==> config.mk <==
export PLATFORM = sky130hd
export DESIGN_NAME = vga_driver_gen2
export DESIGN_NICKNAME = d
export VERILOG_FILES = /design/src/rtl/vga_driver_gen2.sv
export SDC_FILE = /design/constraint.sdc
export NUM_CORES = 1
export LEC_CHECK = 0
export BUFFER_PORTS_ARGS = -buffer_cell sky130_fd_sc_hd__buf_2
export CAP_MARGIN = 20
export CORE_ASPECT_RATIO = 1.1
export CORE_UTILIZATION = 25
export CTS_CLUSTER_DIAMETER = 120
export DETAILED_ROUTE_END_ITERATION = 10
export SYNTH_ARGS = -nofsm -noshare
export SYNTH_HDL_FRONTEND = slang
export SYNTH_SLANG_ARGS = --single-unit
export TNS_END_PERCENT = 100
==> constraint.sdc <==
create_clock -name clk -period 2.49 [get_ports clk]
set_input_delay 0.747 -clock clk [delete_from_list [all_inputs] [get_ports clk]]
set_output_delay 0.747 -clock clk [all_outputs]
set_load 0.01 [all_outputs]
==> src/rtl/vga_driver_gen2.sv <==
// Parametrised VGA timing generator and pixel engine with four frame-synchronous sources
// (external stream, colour bars, checkerboard, gradient), fetch handshake and underflow flag.
module vga_driver_gen2 #(
    parameter int H_ACTIVE   = 800,
    parameter int H_FP       = 56,
    parameter int H_SYNC     = 120,
    parameter int H_BP       = 64,
    parameter int V_ACTIVE   = 600,
    parameter int V_FP       = 37,
    parameter int V_SYNC     = 6,
    parameter int V_BP       = 23,
    parameter bit H_SYNC_POL = 1'b1,
    parameter bit V_SYNC_POL = 1'b1,
    parameter int COLOR_W    = 1,
    parameter int HC_W       = 11,
    parameter int VC_W       = 10
) (
    input  logic               clk,
    input  logic               reset_,
    input  logic [1:0]         i_mode,
    input  logic [COLOR_W-1:0] i_pixel_r,
    input  logic [COLOR_W-1:0] i_pixel_g,
    input  logic [COLOR_W-1:0] i_pixel_b,
    input  logic               i_pixel_valid,
    input  logic               i_clr_underflow,
    output logic               o_fetch_next_pixel,
    output logic [HC_W-1:0]    o_fetch_x,
    output logic [VC_W-1:0]    o_fetch_y,
    output logic               o_h_sync,
    output logic               o_v_sync,
    output logic [COLOR_W-1:0] o_r,
    output logic [COLOR_W-1:0] o_g,
    output logic [COLOR_W-1:0] o_b,
    output logic               o_vblank,
    output logic               o_frame_start,
    output logic [7:0]         o_frame_cnt,
    output logic               o_underflow
);

    localparam int H_TOTAL = H_ACTIVE + H_FP + H_SYNC + H_BP;
    localparam int V_TOTAL = V_ACTIVE + V_FP + V_SYNC + V_BP;
    localparam int BAR_W   = H_ACTIVE / 8;

    localparam logic [HC_W-1:0] H_LAST   = HC_W'(H_TOTAL - 1);
    localparam logic [HC_W-1:0] H_ACT    = HC_W'(H_ACTIVE);
    localparam logic [HC_W-1:0] H_SS     = HC_W'(H_ACTIVE + H_FP);
    localparam logic [HC_W-1:0] H_SE     = HC_W'(H_ACTIVE + H_FP + H_SYNC);
    localparam logic [HC_W-1:0] H_ONE    = HC_W'(1);
    localparam logic [HC_W-1:0] H_ZERO   = HC_W'(0);
    localparam logic [HC_W-1:0] BAR_LAST = HC_W'(BAR_W - 1);
    localparam logic [VC_W-1:0] V_LAST   = VC_W'(V_TOTAL - 1);
    localparam logic [VC_W-1:0] V_ACT    = VC_W'(V_ACTIVE);
    localparam logic [VC_W-1:0] V_SS     = VC_W'(V_ACTIVE + V_FP);
    localparam logic [VC_W-1:0] V_SE     = VC_W'(V_ACTIVE + V_FP + V_SYNC);
    localparam logic [VC_W-1:0] V_ONE    = VC_W'(1);
    localparam logic [VC_W-1:0] V_ZERO   = VC_W'(0);

    typedef enum logic [1:0] {
        MODE_EXT   = 2'd0,
        MODE_BARS  = 2'd1,
        MODE_CHECK = 2'd2,
        MODE_GRAD  = 2'd3
    } mode_e;

    logic [HC_W-1:0]    r_h_cnt;
    logic [VC_W-1:0]    r_v_cnt;
    mode_e              r_mode;
    logic [7:0]         r_frame_cnt;
    logic [2:0]         r_bar;
    logic [HC_W-1:0]    r_bar_px;
    logic               r_h_sync;
    logic               r_v_sync;
    logic [COLOR_W-1:0] r_r;
    logic [COLOR_W-1:0] r_g;
    logic [COLOR_W-1:0] r_b;
    logic               r_vblank;
    logic               r_frame_start;
    logic               r_underflow;

    logic               w_h_last;
    logic               w_frame_wrap;
    logic               w_active;
    logic               w_fetch;
    logic               w_underflow_evt;
    logic [HC_W-1:0]    w_grad_sum;
    logic [COLOR_W-1:0] w_r;
    logic [COLOR_W-1:0] w_g;
    logic [COLOR_W-1:0] w_b;

    assign w_h_last        = (r_h_cnt == H_LAST);
    assign w_frame_wrap    = w_h_last && (r_v_cnt == V_LAST);
    assign w_active        = (r_h_cnt < H_ACT) && (r_v_cnt < V_ACT);
    assign w_fetch         = w_active && (r_mode == MODE_EXT);
    assign w_underflow_evt = w_fetch && !i_pixel_valid;
    assign w_grad_sum      = r_h_cnt + HC_W'(r_frame_cnt);

    // Raster position counters
    always_ff @(posedge clk or negedge reset_) begin
        if (!reset_) begin
            r_h_cnt <= H_ZERO;
            r_v_cnt <= V_ZERO;
        end else if (w_h_last) begin
            r_h_cnt <= H_ZERO;
            r_v_cnt <= (r_v_cnt == V_LAST) ? V_ZERO : (r_v_cnt + V_ONE);
        end else begin
            r_h_cnt <= r_h_cnt + H_ONE;
            r_v_cnt <= r_v_cnt;
        end
    end

    // Mode and frame counter only change at the frame boundary, so a frame is never split
    always_ff @(posedge clk or negedge reset_) begin
        if (!reset_) begin
            r_mode      <= MODE_BARS;
            r_frame_cnt <= 8'd0;
        end else if (w_frame_wrap) begin
            r_mode      <= mode_e'(i_mode);
            r_frame_cnt <= r_frame_cnt + 8'd1;
        end else begin
            r_mode      <= r_mode;
            r_frame_cnt <= r_frame_cnt;
        end
    end

    // Per-line bar index; avoids a divider by counting BAR_W pixels per bar, saturating at 7
    always_ff @(posedge clk or negedge reset_) begin
        if (!reset_) begin
            r_bar    <= 3'd0;
            r_bar_px <= H_ZERO;
        end else if (w_h_last) begin
            r_bar    <= 3'd0;
            r_bar_px <= H_ZERO;
        end else if ((r_h_cnt < H_ACT) && (r_bar_px == BAR_LAST)) begin
            r_bar    <= (r_bar == 3'd7) ? 3'd7 : (r_bar + 3'd1);
            r_bar_px <= H_ZERO;
        end else if (r_h_cnt < H_ACT) begin
            r_bar    <= r_bar;
            r_bar_px <= r_bar_px + H_ONE;
        end else begin
            r_bar    <= r_bar;
            r_bar_px <= r_bar_px;
        end
    end

    // Pixel source selection; everything outside the active area is black
    always_comb begin
        w_r = {COLOR_W{1'b0}};
        w_g = {COLOR_W{1'b0}};
        w_b = {COLOR_W{1'b0}};
        if (w_active) begin
            case (r_mode)
                MODE_EXT: begin
                    if (i_pixel_valid) begin
                        w_r = i_pixel_r;
                        w_g = i_pixel_g;
                        w_b = i_pixel_b;
                    end else begin
                        w_r = {COLOR_W{1'b0}};
                    end
                end
                MODE_BARS: begin
                    w_r = {COLOR_W{r_bar[2]}};
                    w_g = {COLOR_W{r_bar[1]}};
                    w_b = {COLOR_W{r_bar[0]}};
                end
                MODE_CHECK: begin
                    w_r = {COLOR_W{r_h_cnt[3] ^ r_v_cnt[3]}};
                    w_g = {COLOR_W{r_h_cnt[3] ^ r_v_cnt[3]}};
                    w_b = {COLOR_W{r_h_cnt[3] ^ r_v_cnt[3]}};
                end
                MODE_GRAD: begin
                    w_r = w_grad_sum[COLOR_W-1:0];
                    w_g = r_v_cnt[COLOR_W-1:0];
                end
                default: begin
                    w_r = {COLOR_W{1'b0}};
                end
            endcase
        end else begin
            w_r = {COLOR_W{1'b0}};
        end
    end

    // Output pipeline stage: all video outputs lag the fetch position by one clock
    always_ff @(posedge clk or negedge reset_) begin
        if (!reset_) begin
            r_h_sync      <= !H_SYNC_POL;
            r_v_sync      <= !V_SYNC_POL;
            r_r           <= {COLOR_W{1'b0}};
            r_g           <= {COLOR_W{1'b0}};
            r_b           <= {COLOR_W{1'b0}};
            r_vblank      <= 1'b0;
            r_frame_start <= 1'b0;
        end else begin
            r_h_sync      <= ((r_h_cnt >= H_SS) && (r_h_cnt < H_SE)) ? H_SYNC_POL : !H_SYNC_POL;
            r_v_sync      <= ((r_v_cnt >= V_SS) && (r_v_cnt < V_SE)) ? V_SYNC_POL : !V_SYNC_POL;
            r_r           <= w_r;
            r_g           <= w_g;
            r_b           <= w_b;
            r_vblank      <= (r_v_cnt >= V_ACT);
            r_frame_start <= (r_h_cnt == H_ZERO) && (r_v_cnt == V_ZERO);
        end
    end

    // Sticky underflow: a new event wins over a coincident clear
    always_ff @(posedge clk or negedge reset_) begin
        if (!reset_) begin
            r_underflow <= 1'b0;
        end else if (w_underflow_evt) begin
            r_underflow <= 1'b1;
        end else if (i_clr_underflow) begin
            r_underflow <= 1'b0;
        end else begin
            r_underflow <= r_underflow;
        end
    end

    assign o_fetch_next_pixel = w_fetch;
    assign o_fetch_x          = r_h_cnt;
    assign o_fetch_y          = r_v_cnt;
    assign o_h_sync           = r_h_sync;
    assign o_v_sync           = r_v_sync;
    assign o_r                = r_r;
    assign o_g                = r_g;
    assign o_b                = r_b;
    assign o_vblank           = r_vblank;
    assign o_frame_start      = r_frame_start;
    assign o_frame_cnt        = r_frame_cnt;
    assign o_underflow        = r_underflow;

endmodule

# ---- After elaboration in Yosys (flattened, before gate mapping)
# Cells that the tools add are included.
dict set report totals {
  regBits 53
  input_bits 9
  output_inout_bits 38
}
dict set report classes {
  n_addsub 6
  order_cmp 7
  eq_ne 7
  muxes 21
  bitwise 1
  n_reduce_logical 15
}
# op n
set ops {}
lappend ops {{two-way mux 11 bit} 4}
lappend ops {{adder 11 x 1 -> 11 bit, second input constant} 2}
lappend ops {{less-than comparator 11 x 10 -> 1 bit, second input constant} 2}
lappend ops {{>= comparator 10 bit, second input constant} 2}
lappend ops {{less-than comparator 10 bit, second input constant} 2}
lappend ops {{equality test 11 bit, second input constant} 1}
lappend ops {{equality test 11 x 7 -> 1 bit, second input constant} 1}
lappend ops {{>= comparator 11 x 10 -> 1 bit, second input constant} 1}
lappend ops {{zero test 11 bit} 1}
lappend ops {{adder 10 x 1 -> 10 bit, second input constant} 1}
lappend ops {{equality test 10 bit, second input constant} 1}
lappend ops {{zero test 10 bit} 1}
lappend ops {{two-way mux 1 bit} 10}
lappend ops {{two-way mux 10 bit} 1}
lappend ops {{two-way mux 3 bit} 3}
lappend ops {{adder 8 x 1 -> 8 bit, second input constant} 1}
lappend ops {{logical AND 1 bit} 8}
lappend ops {{case mux 1 bit (4 select lines)} 2}
lappend ops {{equality test 2 bit, second input constant} 2}
lappend ops {{nonzero test 2 bit} 2}
lappend ops {{adder 3 x 1 -> 3 bit, second input constant} 1}
lappend ops {{equality test 3 bit, second input constant} 1}
lappend ops {{case mux 1 bit (3 select lines)} 1}
lappend ops {{nonzero test 3 bit} 1}
lappend ops {{5 further kinds} 5}

# ---- Logic depth before layout (Yosys ltp)
dict set report depth {
  depth_word 5
  mapped_depth 8
  ltp_nobuf 5
}

# ---- Worst setup path before layout
# No wires, ideal clock.
dict set report synth_path {
  kind {register -> output}
  start {reg r_h_cnt[5], in the netlist o_fetch_x[5]}
  end {out o_fetch_next_pixel}
  arrival_ns 1.746
  setup_slack_ns -0.003
  stages_incl_launch_ff 6
  path_buffers 1
  cell_sequence {dfrtp_1 -> buf_6 -> o311a_4 -> nor2_1 -> o21ai_0 -> nor3_1}
}
dict set report synth_via {
  elab_chain_len 3
}
# item line
set synth_rtl {}
lappend synth_rtl {{start: declaration} 65} ;# logic [HC_W-1:0] r_h_cnt;
lappend synth_rtl {{start signal: assignment} 106} ;# r_h_cnt <= r_h_cnt + H_ONE;
lappend synth_rtl {{less-than comparator 11 x 10 -> 1 bit} 92} ;# assign w_active = (r_h_cnt < H_ACT) && (r_v_cnt < V_ACT);
lappend synth_rtl {{logical AND 1 bit} 92}
lappend synth_rtl {{logical AND 1 bit} 93} ;# assign w_fetch = w_active && (r_mode == MODE_EXT);
lappend synth_rtl {{end: declaration} 26} ;# output logic o_fetch_next_pixel,
# No other way between the ends.

# ---- Worst setup path after layout
dict set report layout_path {
  start {reg r_v_cnt[7], in the netlist o_fetch_y[7]}
  end {out o_fetch_next_pixel}
}
dict set report layout_via {
  elab_chain_len 3
}
# item line
set layout_rtl {}
lappend layout_rtl {{start: declaration} 66} ;# logic [VC_W-1:0] r_v_cnt;
lappend layout_rtl {{start signal: assignment} 104} ;# r_v_cnt <= (r_v_cnt == V_LAST) ? V_ZERO : (r_v_cnt + V_ONE);
lappend layout_rtl {{start signal: assignment} 107} ;# r_v_cnt <= r_v_cnt;
lappend layout_rtl {{less-than comparator 10 bit} 92}
lappend layout_rtl {{logical AND 1 bit} 92}
lappend layout_rtl {{logical AND 1 bit} 93}
# No other way between the ends.

==> summary.md <==
| Metric | Value |
|---|---|
| Reg2reg path depth | 6 |
| Clock sink count | between 50 and 60 |
| Via density per instance | 4.79 |
| Post-synth EDFFs | 0 |
| Drt wl/cell | roughly 14 um |
| First-pass GRT wire length | 11,800 um |
| Final Critical Period | between 2 and 2.5 ns |
| Worst Path Arrival | 1.63 ns |
| Syn Nets | roughly 310 |
| Sequential power share | 55.1% |
| Largest net degree at the start of global routing | 29 |
| Area Overhead vs Synth | 20.8% |
| #FFs+latches synth | 53 |
| Post-synth top area cell | dfrtp_1 |
| Final Max Tran Viols | 0 |
| Floorplan row count | 40 |
| Mean Syn Cell Area | 9.85 um^2 |
| 1st-iter DRT viols | ~160 |
| Clk pwr share | 42.2% |
| Comb power frac | between 2 and 3% |
| Post-Route Skew | 0.00492 ns |
| Max Cap Violations | 0 |
| Total track usage | about an eighth |
| Vias in the first global route | about 2,300 |
| Ys async rst share | 100% |
| Synthesis warning total | 0 |
| TritonCTS clock tree | yes |
| RSZ-0062 raised after global routing | false |
| Maximum buffer depth of the clock tree | 2 |
| Leakage | 1.66 nW |
| Sequential area share after synthesis | a little under half |
| Die Ht | 114 um |
| Crit Path Class | flop to output pin |
| # nets final | between 300 and 400 |
| Worst-Margin Slew | ~0.60 ns |
| Remaining DRCs | 0 |
| H-tree depth | 2 |
| Cts bufs inserted | 5 |
| Area contributors post-synth | dfrtp_1 46%, xor2_1 4.0%, ha_1 3.9% |
| Worst setup SP type | flop |
| Endpoint class of the critical path | output pin |
| Total grt overflow | 0 |
| Total die area | about 12,000 um^2 |
| Final setup fails | 0 |
| Final wirelength | just under 7000 um |
| Synth top cells by count | 52 x dfrtp_1, 25 x nand2_1, 18 x nand3_1, 18 x o21ai_0, 16 x nor2_1 |
| Clk_lat worst skew | 0.29 ns |
| Starting Density | about a quarter |
| Area fraction of the dominant cell type after synthesis | 45.6% |
| Switching share of power | about a fifth |
| Period utilization | between 90 and 100% |
| Port Buffers | 46 |
| Share of layout cells above drive strength 1 | a little under a quarter |
| Setup bufs post-CTS | 0 |
| Initial antenna violation count | 0 |
| FMAX | approximately 420 MHz |
| Power Total | roughly 0.0016 W |
| P per Cell Area | between 400 and 500 nW/um^2 |
| Run status | complete, no violations |
| Core footprint | about 11,000 um^2 |
| Router iterations before antenna repair | 5 |
| Leading cell type by number of instances after synthesis | dfrtp_1 |
| ANT cells | 0 |
| Io pins | between 40 and 50 |
| Clock transition at path regs | ~0.06 ns |
| Synth Flop Type | dfrtp_1 |
| Post-DRT Antenna Nets | 0 |
| Setup TNS | 0 ns |
| Vias after detailed routing | 2,341 |
| Net Switching | roughly 0.00033 W |
| Worst slew margin | approximately 60% |
| Hold WC Path Type | input port to async pin |
| CP Max Fanout | 7 |
| Critical Path RT | approximately 1.7 ns |
| Fin util | 31.3% |
| Max VDD drop | ~0.25 mV |
| CTS root buffer | clkbuf_16 |
| Fin. Hold Viols | 0 |
| Mapped Cells | 290 |
| Chip width | between 100 and 150 um |
| HPWL Detailed | between 5000 and 6000 um |
| Synth cell types | 52 |
| Pint | between 0.001 and 0.0015 W |
| Syn Std Cell Area | 2860 um^2 |
| GPL Wtd Cong | just under 0.9 |
## registers in the layout, summed over array words and instances (netlist names), 2 cells and up
| register | flops |
|---|---|
| r_mode | 2 |
| r_bar_px | 11 |
| o_fetch_x | 11 |
| o_fetch_y | 10 |
| o_frame_cnt | 8 |
| r_bar | 3 |
## cells by family after synthesis
family	Yosys count	share of synthesized area, %
flip-flops	53	46.5
buffers and inverters	28	4.56
adder cells (fa/ha/maj)	9	3.94
AO/OA/AOI/OAI	57	13.3
multiplexers	8	2.93
AND/OR/NAND/NOR	112	21.8
XOR/XNOR	23	7.05
## final timing paths
path | startpoint | endpoint | slack, ns
setup / recovery | o_fetch_y[7] | o_fetch_next_pixel | 0.12
hold / removal | reset_ | o_h_sync | 0.24
setup reg to reg | o_fetch_x[1] | r_bar_px[6] | 0.44
hold reg to reg | o_frame_cnt[7] | o_frame_cnt[7] | 0.47
max in group asynchronous | reset_ | o_frame_start | 1.72
min in group clk | o_frame_cnt[7] | o_frame_cnt[7] | 0.47
## layout make-up
type / instances / area (um^2)
Sequential cell: 53 / 1330
Fill cell: 1165 / 7560
Clock inverter: 1 / 7.51
Clock buffer: 7 / 133
Timing Repair Buffer: 63 / 358
Multi-Input combinational cell: 209 / 1410
Tap cell: 147 / 184
Inverter: 9 / 33.8
## layout by cell type, fill, tap and decap left out, drive strengths merged, types with 3 or more instances in the layout
| master | n |
|---|---|
| and2 | 3 |
| and3 | 8 |
| xnor2 | 10 |
| nand3 | 19 |
| nor3 | 10 |
| mux2i | 5 |
| clkbuf | 7 |
| a31oi | 5 |
| o211ai | 4 |
| nand2 | 25 |
| nor4 | 5 |
| xor2 | 13 |
| dfrtp | 52 |
| nand4 | 7 |
| a21oi | 10 |
| o21ai | 18 |
| mux2 | 3 |
| o2111ai | 3 |
| or4 | 3 |
| nor2 | 16 |
| inv | 9 |
| or3 | 4 |
| ha | 9 |
| buf | 63 |
| and4 | 3 |
## stage by stage
| step | instances | instance area, um^2 | hold slack, ns | worst slack [ns] |
|---|---|---|---|---|
| after CTS | 489 | 3450 | 0.230 | 0.00136 |
| after detailed placement | 481 | 3310 | 0.462 | 0.219 |
| after global placement | 481 | 3310 | 0.461 | 0.285 |
| after floorplan | 290 | 2860 | 0.451 | 0.0656 |
| after global routing | 489 | 3450 | 0.226 | 0.0358 |
| final | 489 | 3450 | 0.236 | 0.118 |
## routing by layer
layer	wire [um]	vias up	track usage, %	share of wire, %
li1	-	1150	-	-
met1	3150	1124	16.0	46
met2	3330	58	20.7	49
met3	265	9	2.28	3.9
met4	93	0	3.71	1.4
met5	0	-	0	0
## timing repair
item | CTS | global route
hold buffers | 0 | 0
pin swaps | 0 | 0
setup endpoints to repair | 1 | 1
gates resized for setup | 1 | 2
endpoints found under the hold margin | 0 | 0
## critical path, stage by stage (launching register included)
cell and delay (ns):
dfrtp_1 0.44, nor2_2 0.18, a21boi_1 0.28, o21ai_1 0.15, nor3_2 0.14, buf_2 0.15
## power by group through the flow
stage / Clock (W) / Combinational, W / Sequential [W]
floorplan: 0 / 0.0000131 / 0.000887
global placement: 0 / 0.0000441 / 0.000889
detailed placement: 0 / 0.0000440 / 0.000890
CTS: 0.000690 / 0.0000443 / 0.000873
global route: 0.000722 / 0.0000488 / 0.000874
finish: 0.000669 / 0.0000420 / 0.000873
Note: power is estimated with default switching activity, not from simulation.
